===== config.mk =====
export PLATFORM = sky130hd
export DESIGN_NAME = axi_lite_bram_port_ctrl
export DESIGN_NICKNAME = d
export VERILOG_FILES = /design/src/rtl/axi_bram_pkg.sv /design/src/rtl/axi_lite_bram_port_ctrl.sv
export SDC_FILE = /design/constraint.sdc
export NUM_CORES = 1
export LEC_CHECK = 0
export BUFFER_PORTS_ARGS = -buffer_cell sky130_fd_sc_hd__buf_2
export CORE_ASPECT_RATIO = 1.4
export CORE_MARGIN = 5
export CORE_UTILIZATION = 42
export DETAILED_ROUTE_END_ITERATION = 7
export PLACE_DENSITY_LB_ADDON = 0.2
export SLEW_MARGIN = 25
export SYNTH_ARGS = -nofsm -noshare
export SYNTH_HDL_FRONTEND = slang
export SYNTH_SLANG_ARGS = --single-unit

===== constraint.sdc =====
create_clock -name S_AXI_ACLK -period 1.8 [get_ports S_AXI_ACLK]
set_input_delay 0.09 -clock S_AXI_ACLK [delete_from_list [all_inputs] [get_ports S_AXI_ACLK]]
set_output_delay 0.09 -clock S_AXI_ACLK [all_outputs]
set_load 0.05 [all_outputs]

===== src/rtl/axi_bram_pkg.sv =====
// Shared types and lane-swap helpers for the AXI4-Lite to BRAM port-B bridge.
package axi_bram_pkg;

  typedef enum logic [2:0] {
    ST_IDLE,
    ST_WR,
    ST_WR_RESP,
    ST_RD_ADDR,
    ST_RD_WAIT,
    ST_RD_DATA
  } state_t;

  localparam logic [1:0]  RESP_OKAY       = 2'b00;
  localparam int unsigned BRAM_RD_LATENCY = 1;

  // BRAM side numbers bits MSB-first: lane j of the BRAM is AXI strobe 3-j.
  function automatic logic [0:3] strb_to_wen(input logic [3:0] strb);
    logic [0:3] wen;
    for (int unsigned j = 0; j < 4; j++) wen[j] = strb[3-j];
    return wen;
  endfunction

  function automatic logic [0:31] le_to_be32(input logic [31:0] d);
    logic [0:31] r;
    for (int unsigned i = 0; i < 32; i++) r[i] = d[31-i];
    return r;
  endfunction

  function automatic logic [31:0] be_to_le32(input logic [0:31] d);
    logic [31:0] r;
    for (int unsigned i = 0; i < 32; i++) r[31-i] = d[i];
    return r;
  endfunction

endpackage


===== src/rtl/axi_lite_bram_port_ctrl.sv =====
// AXI4-Lite slave driving BRAM port B: single-beat 32-bit reads/writes,
// round-robin read/write arbitration, fully registered outputs.
module axi_lite_bram_port_ctrl
  import axi_bram_pkg::*;
#(
  parameter int          C_S_AXI_ADDR_WIDTH = 32,
  parameter int          C_S_AXI_DATA_WIDTH = 32,
  parameter int unsigned C_MEMSIZE          = 'h4000,
  parameter int unsigned C_BASEADDR         = 'h00000000
) (
  input  logic                            S_AXI_ACLK,
  input  logic                            S_AXI_ARESETN,
  input  logic [C_S_AXI_ADDR_WIDTH-1:0]   S_AXI_AWADDR,
  input  logic                            S_AXI_AWVALID,
  output logic                            S_AXI_AWREADY,
  input  logic [C_S_AXI_DATA_WIDTH-1:0]   S_AXI_WDATA,
  input  logic [C_S_AXI_DATA_WIDTH/8-1:0] S_AXI_WSTRB,
  input  logic                            S_AXI_WVALID,
  output logic                            S_AXI_WREADY,
  output logic [1:0]                      S_AXI_BRESP,
  output logic                            S_AXI_BVALID,
  input  logic                            S_AXI_BREADY,
  input  logic [C_S_AXI_ADDR_WIDTH-1:0]   S_AXI_ARADDR,
  input  logic                            S_AXI_ARVALID,
  output logic                            S_AXI_ARREADY,
  output logic [C_S_AXI_DATA_WIDTH-1:0]   S_AXI_RDATA,
  output logic [1:0]                      S_AXI_RRESP,
  output logic                            S_AXI_RVALID,
  input  logic                            S_AXI_RREADY,
  output logic                            BRAM_Rst,
  output logic                            BRAM_Clk,
  output logic                            BRAM_EN,
  output logic [0:3]                      BRAM_WEN,
  output logic [0:C_S_AXI_ADDR_WIDTH-1]   BRAM_Addr,
  output logic [0:C_S_AXI_DATA_WIDTH-1]   BRAM_Dout,
  input  logic [0:C_S_AXI_DATA_WIDTH-1]   BRAM_Din
);

  localparam int AW = C_S_AXI_ADDR_WIDTH;

  if (C_S_AXI_DATA_WIDTH != 32) begin : g_bad_data_width
    $error("axi_lite_bram_port_ctrl: C_S_AXI_DATA_WIDTH must be 32");
  end
  if (C_MEMSIZE < 'h800 || (C_MEMSIZE & (C_MEMSIZE - 1)) != 0) begin : g_bad_memsize
    $error("axi_lite_bram_port_ctrl: C_MEMSIZE must be a power of two >= 'h800");
  end
  if ((C_BASEADDR & (C_MEMSIZE - 1)) != 0) begin : g_bad_base
    $error("axi_lite_bram_port_ctrl: C_BASEADDR must be C_MEMSIZE aligned");
  end
  if (BRAM_RD_LATENCY != 1) begin : g_bad_latency
    $error("axi_lite_bram_port_ctrl: read path assumes a 1-cycle BRAM");
  end

  localparam logic [AW-1:0] BASE        = AW'(C_BASEADDR);
  localparam logic [AW-1:0] OFFSET_MASK = AW'(C_MEMSIZE - 1) & ~AW'(32'd3);

  // Window-relative, word-aligned; out-of-window addresses alias into the BRAM.
  function automatic logic [AW-1:0] map_addr(input logic [AW-1:0] a);
    return (a - BASE) & OFFSET_MASK;
  endfunction

  state_t        state_q, state_d;
  logic          last_rd_q, last_rd_d;
  logic          awready_q, awready_d;
  logic          wready_q, wready_d;
  logic          arready_q, arready_d;
  logic          bvalid_q, bvalid_d;
  logic          rvalid_q, rvalid_d;
  logic          en_q, en_d;
  logic [0:3]    wen_q, wen_d;
  logic [AW-1:0] addr_q, addr_d;
  logic [0:31]   dout_q, dout_d;
  logic [31:0]   rdata_q, rdata_d;
  logic          wr_pend, rd_pend, grant_wr, grant_rd;

  // Outputs are computed one state ahead so they are registered with the state.
  always_comb begin
    state_d   = state_q;
    last_rd_d = last_rd_q;
    awready_d = 1'b0;
    wready_d  = 1'b0;
    arready_d = 1'b0;
    bvalid_d  = 1'b0;
    rvalid_d  = 1'b0;
    en_d      = 1'b0;
    wen_d     = '0;
    addr_d    = addr_q;
    dout_d    = dout_q;
    rdata_d   = rdata_q;
    wr_pend   = S_AXI_AWVALID & S_AXI_WVALID;
    rd_pend   = S_AXI_ARVALID;
    grant_wr  = 1'b0;
    grant_rd  = 1'b0;

    case (state_q)
      ST_IDLE: begin
        grant_wr = wr_pend && (!rd_pend || last_rd_q);
        grant_rd = rd_pend && !grant_wr;
        if (grant_wr) begin
          state_d   = ST_WR;
          last_rd_d = 1'b0;
          awready_d = 1'b1;
          wready_d  = 1'b1;
          en_d      = 1'b1;
          wen_d     = strb_to_wen(S_AXI_WSTRB);
          addr_d    = map_addr(S_AXI_AWADDR);
          dout_d    = le_to_be32(S_AXI_WDATA);
        end else if (grant_rd) begin
          state_d   = ST_RD_ADDR;
          last_rd_d = 1'b1;
          arready_d = 1'b1;
          en_d      = 1'b1;
          addr_d    = map_addr(S_AXI_ARADDR);
        end
      end
      ST_WR: begin
        state_d  = ST_WR_RESP;
        bvalid_d = 1'b1;
      end
      ST_WR_RESP: begin
        if (S_AXI_BREADY) state_d = ST_IDLE;
        else              bvalid_d = 1'b1;
      end
      ST_RD_ADDR: state_d = ST_RD_WAIT;
      ST_RD_WAIT: begin
        state_d  = ST_RD_DATA;
        rvalid_d = 1'b1;
        rdata_d  = be_to_le32(BRAM_Din);
      end
      ST_RD_DATA: begin
        if (S_AXI_RREADY) state_d = ST_IDLE;
        else              rvalid_d = 1'b1;
      end
      default: state_d = ST_IDLE;
    endcase
  end

  always_ff @(posedge S_AXI_ACLK or negedge S_AXI_ARESETN) begin
    if (!S_AXI_ARESETN) begin
      state_q   <= ST_IDLE;
      last_rd_q <= 1'b1;
      awready_q <= 1'b0;
      wready_q  <= 1'b0;
      arready_q <= 1'b0;
      bvalid_q  <= 1'b0;
      rvalid_q  <= 1'b0;
      en_q      <= 1'b0;
      wen_q     <= '0;
      addr_q    <= '0;
      dout_q    <= '0;
      rdata_q   <= '0;
    end else begin
      state_q   <= state_d;
      last_rd_q <= last_rd_d;
      awready_q <= awready_d;
      wready_q  <= wready_d;
      arready_q <= arready_d;
      bvalid_q  <= bvalid_d;
      rvalid_q  <= rvalid_d;
      en_q      <= en_d;
      wen_q     <= wen_d;
      addr_q    <= addr_d;
      dout_q    <= dout_d;
      rdata_q   <= rdata_d;
    end
  end

  assign S_AXI_AWREADY = awready_q;
  assign S_AXI_WREADY  = wready_q;
  assign S_AXI_ARREADY = arready_q;
  assign S_AXI_BVALID  = bvalid_q;
  assign S_AXI_BRESP   = RESP_OKAY;
  assign S_AXI_RVALID  = rvalid_q;
  assign S_AXI_RRESP   = RESP_OKAY;
  assign S_AXI_RDATA   = rdata_q;
  assign BRAM_Rst      = ~S_AXI_ARESETN;
  assign BRAM_Clk      = S_AXI_ACLK;
  assign BRAM_EN       = en_q;
  assign BRAM_WEN      = wen_q;
  assign BRAM_Addr     = addr_q;
  assign BRAM_Dout     = dout_q;

endmodule


* After elaboration in Yosys (flattened, before gate mapping)
Cells that the tools add are included.
Word-level totals: register bits 109, bits of input ports 139, output and inout bits 112, logic and storage cells 53
Operators by class: eq/ne operators 8, muxes and demuxes 22, bitwise logic cells 2, reduce and logical (&&, ||, !) cells 10
Operator list (count):
- $mux 32 | 2
- $pmux 3 s6 | 1
- $mux 3 | 4
- $mux 1 | 11
- $mux 4 | 2
- $eq 3x2->1 const B | 2
- $eq 3x3->1 const B | 2
- $ne 2x2->1 const B | 2
- $pmux 1 s2 | 2
- $reduce_and 2->1 | 2
- $eq 3x1->1 const B | 1
- $logic_not 3->1 | 1
- $ne 3x3->1 const B | 1
- $reduce_and 3->1 | 1
- $logic_and 1x1->1 | 2
- $logic_not 1->1 | 2
- $reduce_bool 2->1 | 1
- $and 1x1->1 | 1
- $logic_or 1x1->1 | 1
- $not 1->1 | 1

* Logic depth before layout (Yosys ltp)
word-level depth 8, depth in mapped cells 6, mapped depth without buffers 3

==> out/summary.txt <==
CP peak stage delay - 0.55 ns
Synth Warn # - 0
leading cell type in the layout, fill and taps excluded - buf_2
hpwl dp - 6570 µm
Final setup viols - 0
Final Hold Viols - 0
Tmin final - 1.67 ns
Clk pin slew, worst setup/hold paths - 0.06 ns
antenna violations before repair - 0
Setup Skew - 0.00722 ns
Core Area - 0.00893 mm²
Vias - 3172
Critical path buffers and inverters - 1
Filler cells - 671
crit start category - flop
num ports - 251
vias per cell - 4.68
Worst VDD drop - 1.27 mV
Overflow after GRT - 0
RSZ-0062 raised after global routing - false
synth unique cells - 29
Initial DRC Count - 94
crit-path max FO - 9
drt wl/cell - 15.5 µm
layout cells sized above 1 - 48.5%
outcome - finished, final reports clean
count of buffers from port buffering - 186
fin crit share - 92.6%
Routed Antenna Nets - 0
crit path capture type - flop
sequential cell area fraction in the yosys report - 58.8%
synthesized cell area - 0.00379 mm²
worst-margin pin slew - 0.703 ns
FF-to-FF setup slack - 0.13 ns
critical-path cell list - nand2b_1 > and3_2 > buf_4 > mux2_1
first-pass GRT wire length - 16600 µm
Synth Instances - 277
mean cell area of the mapped netlist - 13.7 µm²
number of global-route vias before repair - 3325
Area Growth Syn to Fin - 60.4%
antenna cells - 0
pin count of the biggest net entering global routing - 90
Arrival @ worst endpoint - 1.98 ns
num rows - 41
Seq cells post-synth - 89
multi-input logic area - 0.00133 mm²
Post-CTS Setup Bufs - 0
Initial Util - 42.5%
all-layer global routing usage - 18.9%
die area - 0.0111 mm²
Remaining DRCs - 0
worst hold path type - in -> reg
CTS tree - built
final wirelength - 10500 µm
most frequent cells in the layout - buf_2 (185), dlygate4sd3_1 (96), dfrtp_1 (88)
Final nets - 705
GP Congestion - 0.730
Max Slew Vio Count - 0
final instance area - 0.00608 mm²
chip height - 122 µm
Pwr Density - 2000 mW/mm²
MaxCap Viol Count - 0
Max Fclk - 600 MHz
1st-pass router iterations - 7
die width - 90.3 µm
Sequential cell area - 0.00223 mm²
worst skew pair latency - 0.44 ns
slew margin rel. - 53.0%
Pleak - 3.01 nW
required time of the critical path - 2.12 ns
Slowest-stage cell, CP - dfstp_2
DP Area - 0.00477 mm²
Setup TNS Final - 0 ns
crit path kind - reg -> reg
Crit path max-delay family - flip-flops
## through the flow
stage	cells	utilization, %	setup WS (ns)	total power (W)	hold WS [ns]
after floorplan	300	-	0.176	0.00848	-0.206
after global placement	563	53.5	0.158	0.00986	0.179
after detailed placement	563	53.5	0.122	0.00996	0.186
after CTS	678	68.2	0.105	0.0122	0.172
after global routing	678	68.2	0.0511	0.0127	0.221
final	678	68.2	0.134	0.0121	0.205
## power breakdown
part	switching (W)	internal, W
Clock	0.000845	0.00130
Combinational	0.00464	0.00191
Sequential	0.000484	0.00297
## cell families after synthesis
group	count (synthesis)	synth area share, %
flops	89	58.8
mux	65	21.2
compound gates	45	6.63
buf+inv	44	8.55
simple gates	33	4.72
other cells	1	0.0989
## final cells by class
class / count / area share (%)
Clock buffer: 17 / 5.59
Clock inverter: 3 / 0.247
Inverter: 2 / 0.123
Multi-Input combinational cell: 167 / 21.9
Sequential cell: 89 / 36.6
Tap cell: 107 / 2.20
Timing Repair Buffer: 293 / 33.4
## cells in the mapped netlist
library cell,number,area (µm²)
nand2_1,4,15.0
nor2_1,5,18.8
and3_1,1,6.26
inv_1,2,7.51
nor3_4,1,16.3
buf_4,29,218
buf_6,2,22.5
a21oi_1,15,75.1
buf_2,2,10.0
o21bai_1,1,7.51
conb_1,1,3.75
clkbuf_1,7,26.3
buf_12,2,40.0
dfrtp_1,88,2200
a21o_1,1,7.51
and2_1,5,31.3
a31oi_1,13,81.3
mux2i_1,1,10.0
nand3_1,12,60.1
mux2_2,38,428
and2_0,1,6.26
o21ai_0,13,65.1
mux2_4,20,300
nor2b_1,2,12.5
a22oi_1,1,7.51
nand2b_1,2,12.5
dfstp_2,1,26.3
mux2_1,6,67.6
a211oi_1,1,7.51
## repair_timing
item	in CTS	in global routing
endpoints found under the hold margin	174	0
endpoints found under the setup margin	0	0
gates resized for setup	0	0
hold buffers	96	0
## worst paths after layout
kind                                        endpoint                       from  cells past startpoint
min in group asynchronous  BRAM_Dout[26]$_DFFE_PN0P_              S_AXI_ARESETN                      3
min                        BRAM_Addr[25]$_DFFE_PN0P_               S_AXI_WVALID                      4
max in group asynchronous  BRAM_Addr[28]$_DFFE_PN0P_              S_AXI_ARESETN                      3
max reg2reg                 BRAM_Dout[2]$_DFFE_PN0P_      last_rd_q$_DFFE_PN1P_                      4
min reg2reg                BRAM_Dout[31]$_DFFE_PN0P_  BRAM_Dout[31]$_DFFE_PN0P_                      1
max                         BRAM_Dout[2]$_DFFE_PN0P_      last_rd_q$_DFFE_PN1P_                      4
## per-layer routing
| layer | part of all wire [%] | track usage (%) | vias up |
|---|---|---|---|
| met5 | 0 | 0 | - |
| met4 | 2.2 | 9.87 | 0 |
| met3 | 6.1 | 4.48 | 18 |
| met2 | 54 | 33.5 | 150 |
| met1 | 38 | 21.2 | 1510 |
| li1 | - | - | 1494 |
## flip-flops by register name (all words and copies together), names as in the netlist, 3 cells and up
signal	cells
S_AXI_RDATA	32
BRAM_Dout	32
BRAM_WEN	4
BRAM_Addr	12
state_q	3
## worst reg2reg max path, stage by stage, from the launching register on
cell and delay [ns]:
dfstp_2 0.55, nand2b_1 0.12, and3_2 0.35, buf_4 0.20, mux2_1 0.33
Power figures use the tool's default switching activity.
